File: config.mk
export PLATFORM = sky130hd
export DESIGN_NAME = iterative_alu
export DESIGN_NICKNAME = d
export VERILOG_FILES = /design/src/rtl/iterative_alu.sv
export SDC_FILE = /design/constraint.sdc
export NUM_CORES = 1
export LEC_CHECK = 0
export ABC_AREA = 0
export CORE_MARGIN = 8
export CORE_UTILIZATION = 40
export DETAILED_ROUTE_END_ITERATION = 7
export GPL_TIMING_DRIVEN = 0
export SYNTH_ARGS = -nofsm -noshare
export SYNTH_HDL_FRONTEND = slang
export SYNTH_SLANG_ARGS = --single-unit
File: constraint.sdc
create_clock -name clk -period 3.6 [get_ports clk]
set_input_delay 0.72 -clock clk [delete_from_list [all_inputs] [get_ports clk]]
set_output_delay 0.72 -clock clk [all_outputs]
set_load 0.1 [all_outputs]
File: src/rtl/iterative_alu.sv
// Execute-stage ALU: logic/arithmetic/compare ops finish in one cycle, shifts
// iterate SHIFT_STEP bits per cycle. Valid/ready on both sides, plus flush.
module iterative_alu #(
    parameter int unsigned DATA_WIDTH = 32,
    parameter int unsigned SHIFT_STEP = 1
) (
    input  logic                  clk,
    input  logic                  reset,
    input  logic                  flush,
    input  logic                  in_valid,
    output logic                  in_ready,
    input  logic [3:0]            operation,
    input  logic [DATA_WIDTH-1:0] src_a,
    input  logic [DATA_WIDTH-1:0] src_b,
    output logic                  out_valid,
    input  logic                  out_ready,
    output logic [DATA_WIDTH-1:0] result,
    output logic                  zero,
    output logic                  busy
);
    localparam int unsigned SW = $clog2(DATA_WIDTH);
    localparam logic [SW:0] STEP_W = (SW + 1)'(SHIFT_STEP);

    typedef enum logic [1:0] {S_IDLE, S_SHIFT, S_DONE} state_e;
    typedef enum logic [1:0] {K_SLL, K_SRL, K_SRA} kind_e;

    state_e                state_q, state_d;
    kind_e                 kind_q, kind_d;
    logic [DATA_WIDTH-1:0] result_q, result_d;
    logic [SW-1:0]         cnt_q, cnt_d;

    logic [SW-1:0]         amt;
    logic                  is_shift;
    logic [DATA_WIDTH-1:0] alu_res;
    logic [SW-1:0]         step;
    logic [DATA_WIDTH-1:0] shifted;

    assign amt      = src_b[SW-1:0];
    assign is_shift = (operation == 4'b0100) || (operation == 4'b0101) || (operation == 4'b0111);

    // Single-cycle result; a shift only lands here with amount 0, i.e. src_a unchanged.
    always_comb begin
        alu_res = '0;
        case (operation)
            4'b0000: alu_res = src_a & src_b;
            4'b0001: alu_res = src_a | src_b;
            4'b0010: alu_res = src_a + src_b;
            4'b0011: alu_res = src_a ^ src_b;
            4'b0100, 4'b0101, 4'b0111: alu_res = src_a;
            4'b0110: alu_res = src_a - src_b;
            4'b1000: alu_res = {{(DATA_WIDTH-1){1'b0}}, src_a == src_b};
            4'b1001: alu_res = {{(DATA_WIDTH-1){1'b0}}, $signed(src_a) < $signed(src_b)};
            4'b1010: alu_res = {{(DATA_WIDTH-1){1'b0}}, $signed(src_a) >= $signed(src_b)};
            4'b1011: alu_res = {{(DATA_WIDTH-1){1'b0}}, src_a != src_b};
            4'b1100: alu_res = {{(DATA_WIDTH-1){1'b0}}, $signed(src_a) < $signed(src_b)};
            4'b1101: alu_res = {{(DATA_WIDTH-1){1'b0}}, src_a < src_b};
            default: alu_res = '0;
        endcase
    end

    // The step never exceeds what remains, so it always fits in SW bits.
    assign step = ({1'b0, cnt_q} < STEP_W) ? cnt_q : STEP_W[SW-1:0];

    always_comb begin
        case (kind_q)
            K_SLL:   shifted = result_q << step;
            K_SRL:   shifted = result_q >> step;
            default: shifted = $unsigned($signed(result_q) >>> step);
        endcase
    end

    // NOTE: every signal driven here gets a default first, otherwise paths that
    // skip an assignment would infer latches.
    always_comb begin
        state_d  = state_q;
        kind_d   = kind_q;
        result_d = result_q;
        cnt_d    = cnt_q;
        case (state_q)
            S_IDLE: begin
                if (in_valid) begin
                    if (is_shift && amt != '0) begin
                        result_d = src_a;
                        cnt_d    = amt;
                        case (operation[1:0])
                            2'b00:   kind_d = K_SLL;
                            2'b01:   kind_d = K_SRL;
                            default: kind_d = K_SRA;
                        endcase
                        state_d = S_SHIFT;
                    end else begin
                        result_d = alu_res;
                        state_d  = S_DONE;
                    end
                end
            end
            S_SHIFT: begin
                result_d = shifted;
                cnt_d    = cnt_q - step;
                if (cnt_d == '0) state_d = S_DONE;
            end
            S_DONE: begin
                if (out_ready) state_d = S_IDLE;
            end
            default: state_d = S_IDLE;
        endcase
        // Flush wins over any accept or release in the same cycle.
        if (flush) begin
            state_d = S_IDLE;
            cnt_d   = '0;
        end
    end

    // NOTE: sequential state uses non-blocking assignments so all registers
    // update together from pre-edge values.
    always_ff @(posedge clk) begin
        if (!reset) begin
            state_q  <= S_IDLE;
            kind_q   <= K_SLL;
            result_q <= '0;
            cnt_q    <= '0;
        end else begin
            state_q  <= state_d;
            kind_q   <= kind_d;
            result_q <= result_d;
            cnt_q    <= cnt_d;
        end
    end

    assign in_ready  = (state_q == S_IDLE);
    assign out_valid = (state_q == S_DONE);
    assign busy      = (state_q != S_IDLE);
    assign result    = result_q;
    assign zero      = (result_q == '0);
endmodule

==> flow_summary_export.csv <==
group,metric,value,unit
worst_setup_path,r2r_setup_slack,720,ps
routing,wirelength,42400,um
yosys,syn_area,0.00830,mm^2
worst_setup_path,crit_arrival,3780,ps
yosys,avgSynthCellArea,6.90,um^2
floorplanning,die_x,160,um
pwr,leakage,4.35,nW
clocking,ctsHtreeMaxLevel,2,
hold_path,min_path_type,"reg2reg",
routing,antenna_left,0,
yosys,syn_inst,1203,
floorplanning,start_util,40.9,%
timing,period_share,101,%
worst_setup_path,crit_required,3760,ps
timing,skew,7.54,ps
grt,grt_remaining_overflow,0,
floorplanning,dieHeight,160,um
worst_setup_path,path_class,"in2reg",
floorplanning,fp.dieArea,0.0256,mm^2
grt,grt_max_degree,13,
timing,min_period,3630,ps
grt,grt_pass1_vias,9942,
final_layout,finalInstanceArea,0.0107,mm^2
worst_setup_path,cp_max_fo,10,
routing,viasPerCell,6.57,
pwr,p_sw_share,49.7,%
routing,wl_per_cell,26.2,um
grt,grtUsageTotal,31.1,%
worst_setup_path,ff2ff_path_depth,7,
pwr,power.density,271,mW/mm^2
routing,drt_pass1_iterations,6,
timing,tightest_slew,984,ps
final_layout,nNetsFinal,1521,
clocking,clock-sinks,41,
worst_setup_path,reg2reg_to,"result[22]",
hold_path,min_to,"cnt_q[3]",
clocking,holdBufCountCts,0,
clocking,root_buffer,"clkbuf_16",
worst_setup_path,cp_common_cell,"nor2_1",
job,max-cap-violations,0,
placement,dpl_cell_area,0.00971,mm^2
timing,hold_violations,0,
clocking,cts_tree,"yes",
floorplanning,io_pins,109,
timing,setup_slack,-28.1,ps
yosys,yosysWarningCount,0,
floorplanning,core_region_area,0.0203,mm^2
grt,antenna_found_initial,0,
final_layout,areaGrowthSynthToFinish,29.3,%
yosys,ys_ff_latch,41,
placement,portBuffers,107,
worst_setup_path,slowest_stage,"clkdlybuf4s50_1",
pwr,p_seq_share,18.8,%
placement,place_hpwl,32700,um
clocking,cts.clk_slew.worst_paths,60,ps
floorplanning,rows,52,
hold_path,worstHoldStart,"cnt_q[3]",
yosys,synth_edf_count,0,
clocking,cts_buffers,5,
worst_setup_path,r2r_start,"state_q[0]",
timing,slew_headroom,34.2,%
routing,vias,10600,
pwr,ir_drop,0.000174,V
timing,setup_violations,1,
pwr,power_switching,1.45,mW
yosys,async_reset_ff_share,0,%
final_layout,n_antenna_cell,0,
final_layout,drive_gt1_share,15.6,%
timing,maxSlewViolCount,0,
worst_setup_path,worstPathCellList,"clkdlybuf4s50_1 -> buf_4 -> clkinv_1 -> nand2_2 -> clkbuf_2 -> nor2_1 -> nor2_1 -> a21oi_1 -> a311oi_1 -> o22ai_1",
grt,grt_pass1_wl,62300,um
hold_path,hold_depth,2,
worst_setup_path,worst_setup_path_end_kind,"flop",
routing,drt_iter0_drc,1419,
timing,fmax,0.276,GHz
status,status,"finished with violations",
clocking,clk_latency,300,ps
worst_setup_path,crit_path_start_kind,"primary input",
status,violations,"setup timing",
yosys,syn_nets,1376,
worst_setup_path,slowest_delay,590,ps
yosys,ys_seq_area_share,9.89,%
pwr,internal-power,1.46,mW
pwr,power_frac_clock,18.8,%
routing,drc,0,
yosys,synth_ff_type,"dfxtp_1",
timing,setup_tns,-28.1,ps
clocking,max-clock-path-buffers,2,
placement,place.gp.congestion,1.01,
yosys,synthDistinctLibCells,90,
pwr,combPwrFrac,62.5,%
[registers in the layout, indices dropped and copies added (netlist names)]
signal and cells:
result 32, cnt_q 5, kind_q 2, state_q 2
[what timing repair did]
item | CTS | global route
endpoints found under the hold margin | 0 | 0
buffers inserted | 9 | 26
endpoints found under the setup margin | 33 | 27
gates cloned | 0 | 1
pin swaps | 15 | 37
gates resized for setup | 89 | 112
[cell usage in the layout, fill, tap and decap left out, drive strengths merged, types with 9 or more instances in the layout]
master	count
a21oi	122
o21ai	114
inv	98
ha	98
nand2	95
nor2	92
clkdlybuf4s50	72
clkbuf	66
buf	61
dfxtp	41
nand3	33
a221oi	33
nor3	29
nor4	22
o211ai	20
a22oi	19
a211oi	17
mux2i	16
nor2b	16
o21bai	15
a31oi	15
dlymetal6s2s	14
xnor2	13
o221ai	12
dlygate4sd2	12
nand4	11
o21a	11
nand2b	10
a21o	10
or3	10
o22ai	9
[cell families after synthesis]
group | after synthesis | synth area share (%)
AND/OR/NAND/NOR | 358 | 21.3
XOR/XNOR | 16 | 1.69
adder cells (fa/ha/maj) | 100 | 15.3
flip-flops | 41 | 9.89
buffers and inverters | 182 | 9.65
multiplexers | 20 | 2.47
AO/OA/AOI/OAI | 486 | 39.7
[worst max-delay path by stage]
stage / start / to / slack [ps] / cells after the start
2_1_floorplan: state_q[1] / busy / 270 / 2
3_3_place_gp: operation[1] / result[20] / -1290 / 10
3_5_place_dp: operation[1] / result[20] / -1240 / 10
4_1_cts: src_a[5] / result[20] / -40 / 13
5_1_grt: src_a[20] / result[25] / -20 / 12
6_report: operation[0] / result[12] / -30 / 10
[layer usage]
layer  routed length, um  track usage [%]  up-vias
met5                   0                0        -
met4                1920             13.9        0
met3                4720             8.41      119
met2               17700             45.1      716
met1               18000             42.0     5034
li1                    -                -     4772
[worst max-delay path, delay by kind of cell]
family          cells  cell delay [ps]
compound gates      3              720
simple gates        3              620
buf+inv             4             1700
[power by group through the flow]
stage / Sequential [mW] / Clock [mW] / Combinational [mW]
3_3_place_gp: 0.553 / 0 / 1.59
2_1_floorplan: 0.754 / 0 / 0.843
5_1_grt: 0.551 / 0.564 / 1.91
3_5_place_dp: 0.553 / 0 / 1.59
6_report: 0.546 / 0.545 / 1.82
4_1_cts: 0.543 / 0.548 / 1.66
[Yosys cell counts (all sizes together) (17+ instances only)]
cell type / count / area [um^2]
a21oi: 122 / 618
o21ai: 114 / 574
inv: 99 / 372
ha: 98 / 1230
nand2: 95 / 357
nor2: 92 / 345
clkbuf: 51 / 191
dfxtp: 41 / 821
a221oi: 33 / 308
nand3: 33 / 165
buf: 30 / 230
nor3: 29 / 160
nor4: 22 / 144
o211ai: 20 / 150
a22oi: 19 / 143
a211oi: 17 / 133
[cell type report]
cell class	instances	area, um^2
Sequential cell	41	821
Fill cell	2114	9570
Buffer	78	462
Clock buffer	7	143
Inverter	101	383
Clock inverter	1	30.0
Tap cell	270	338
Timing Repair Buffer	141	1320
Multi-Input combinational cell	980	7230
[through the flow]
stage / worst slack (ps) / utilization [%] / hold slack [ps] / power [mW] / instances
finish: -28.1 / 52.8 / 542 / 2.91 / 1619
global route: -15.1 / 52.8 / 573 / 3.02 / 1619
CTS: -37.0 / 50.3 / 534 / 2.75 / 1596
detailed placement: -1240 / 47.8 / 520 / 2.14 / 1580
global placement: -1290 / 47.8 / 515 / 2.15 / 1580
floorplan: 273 / - / 485 / 1.60 / 1203
Power figures use the tool's default switching activity.
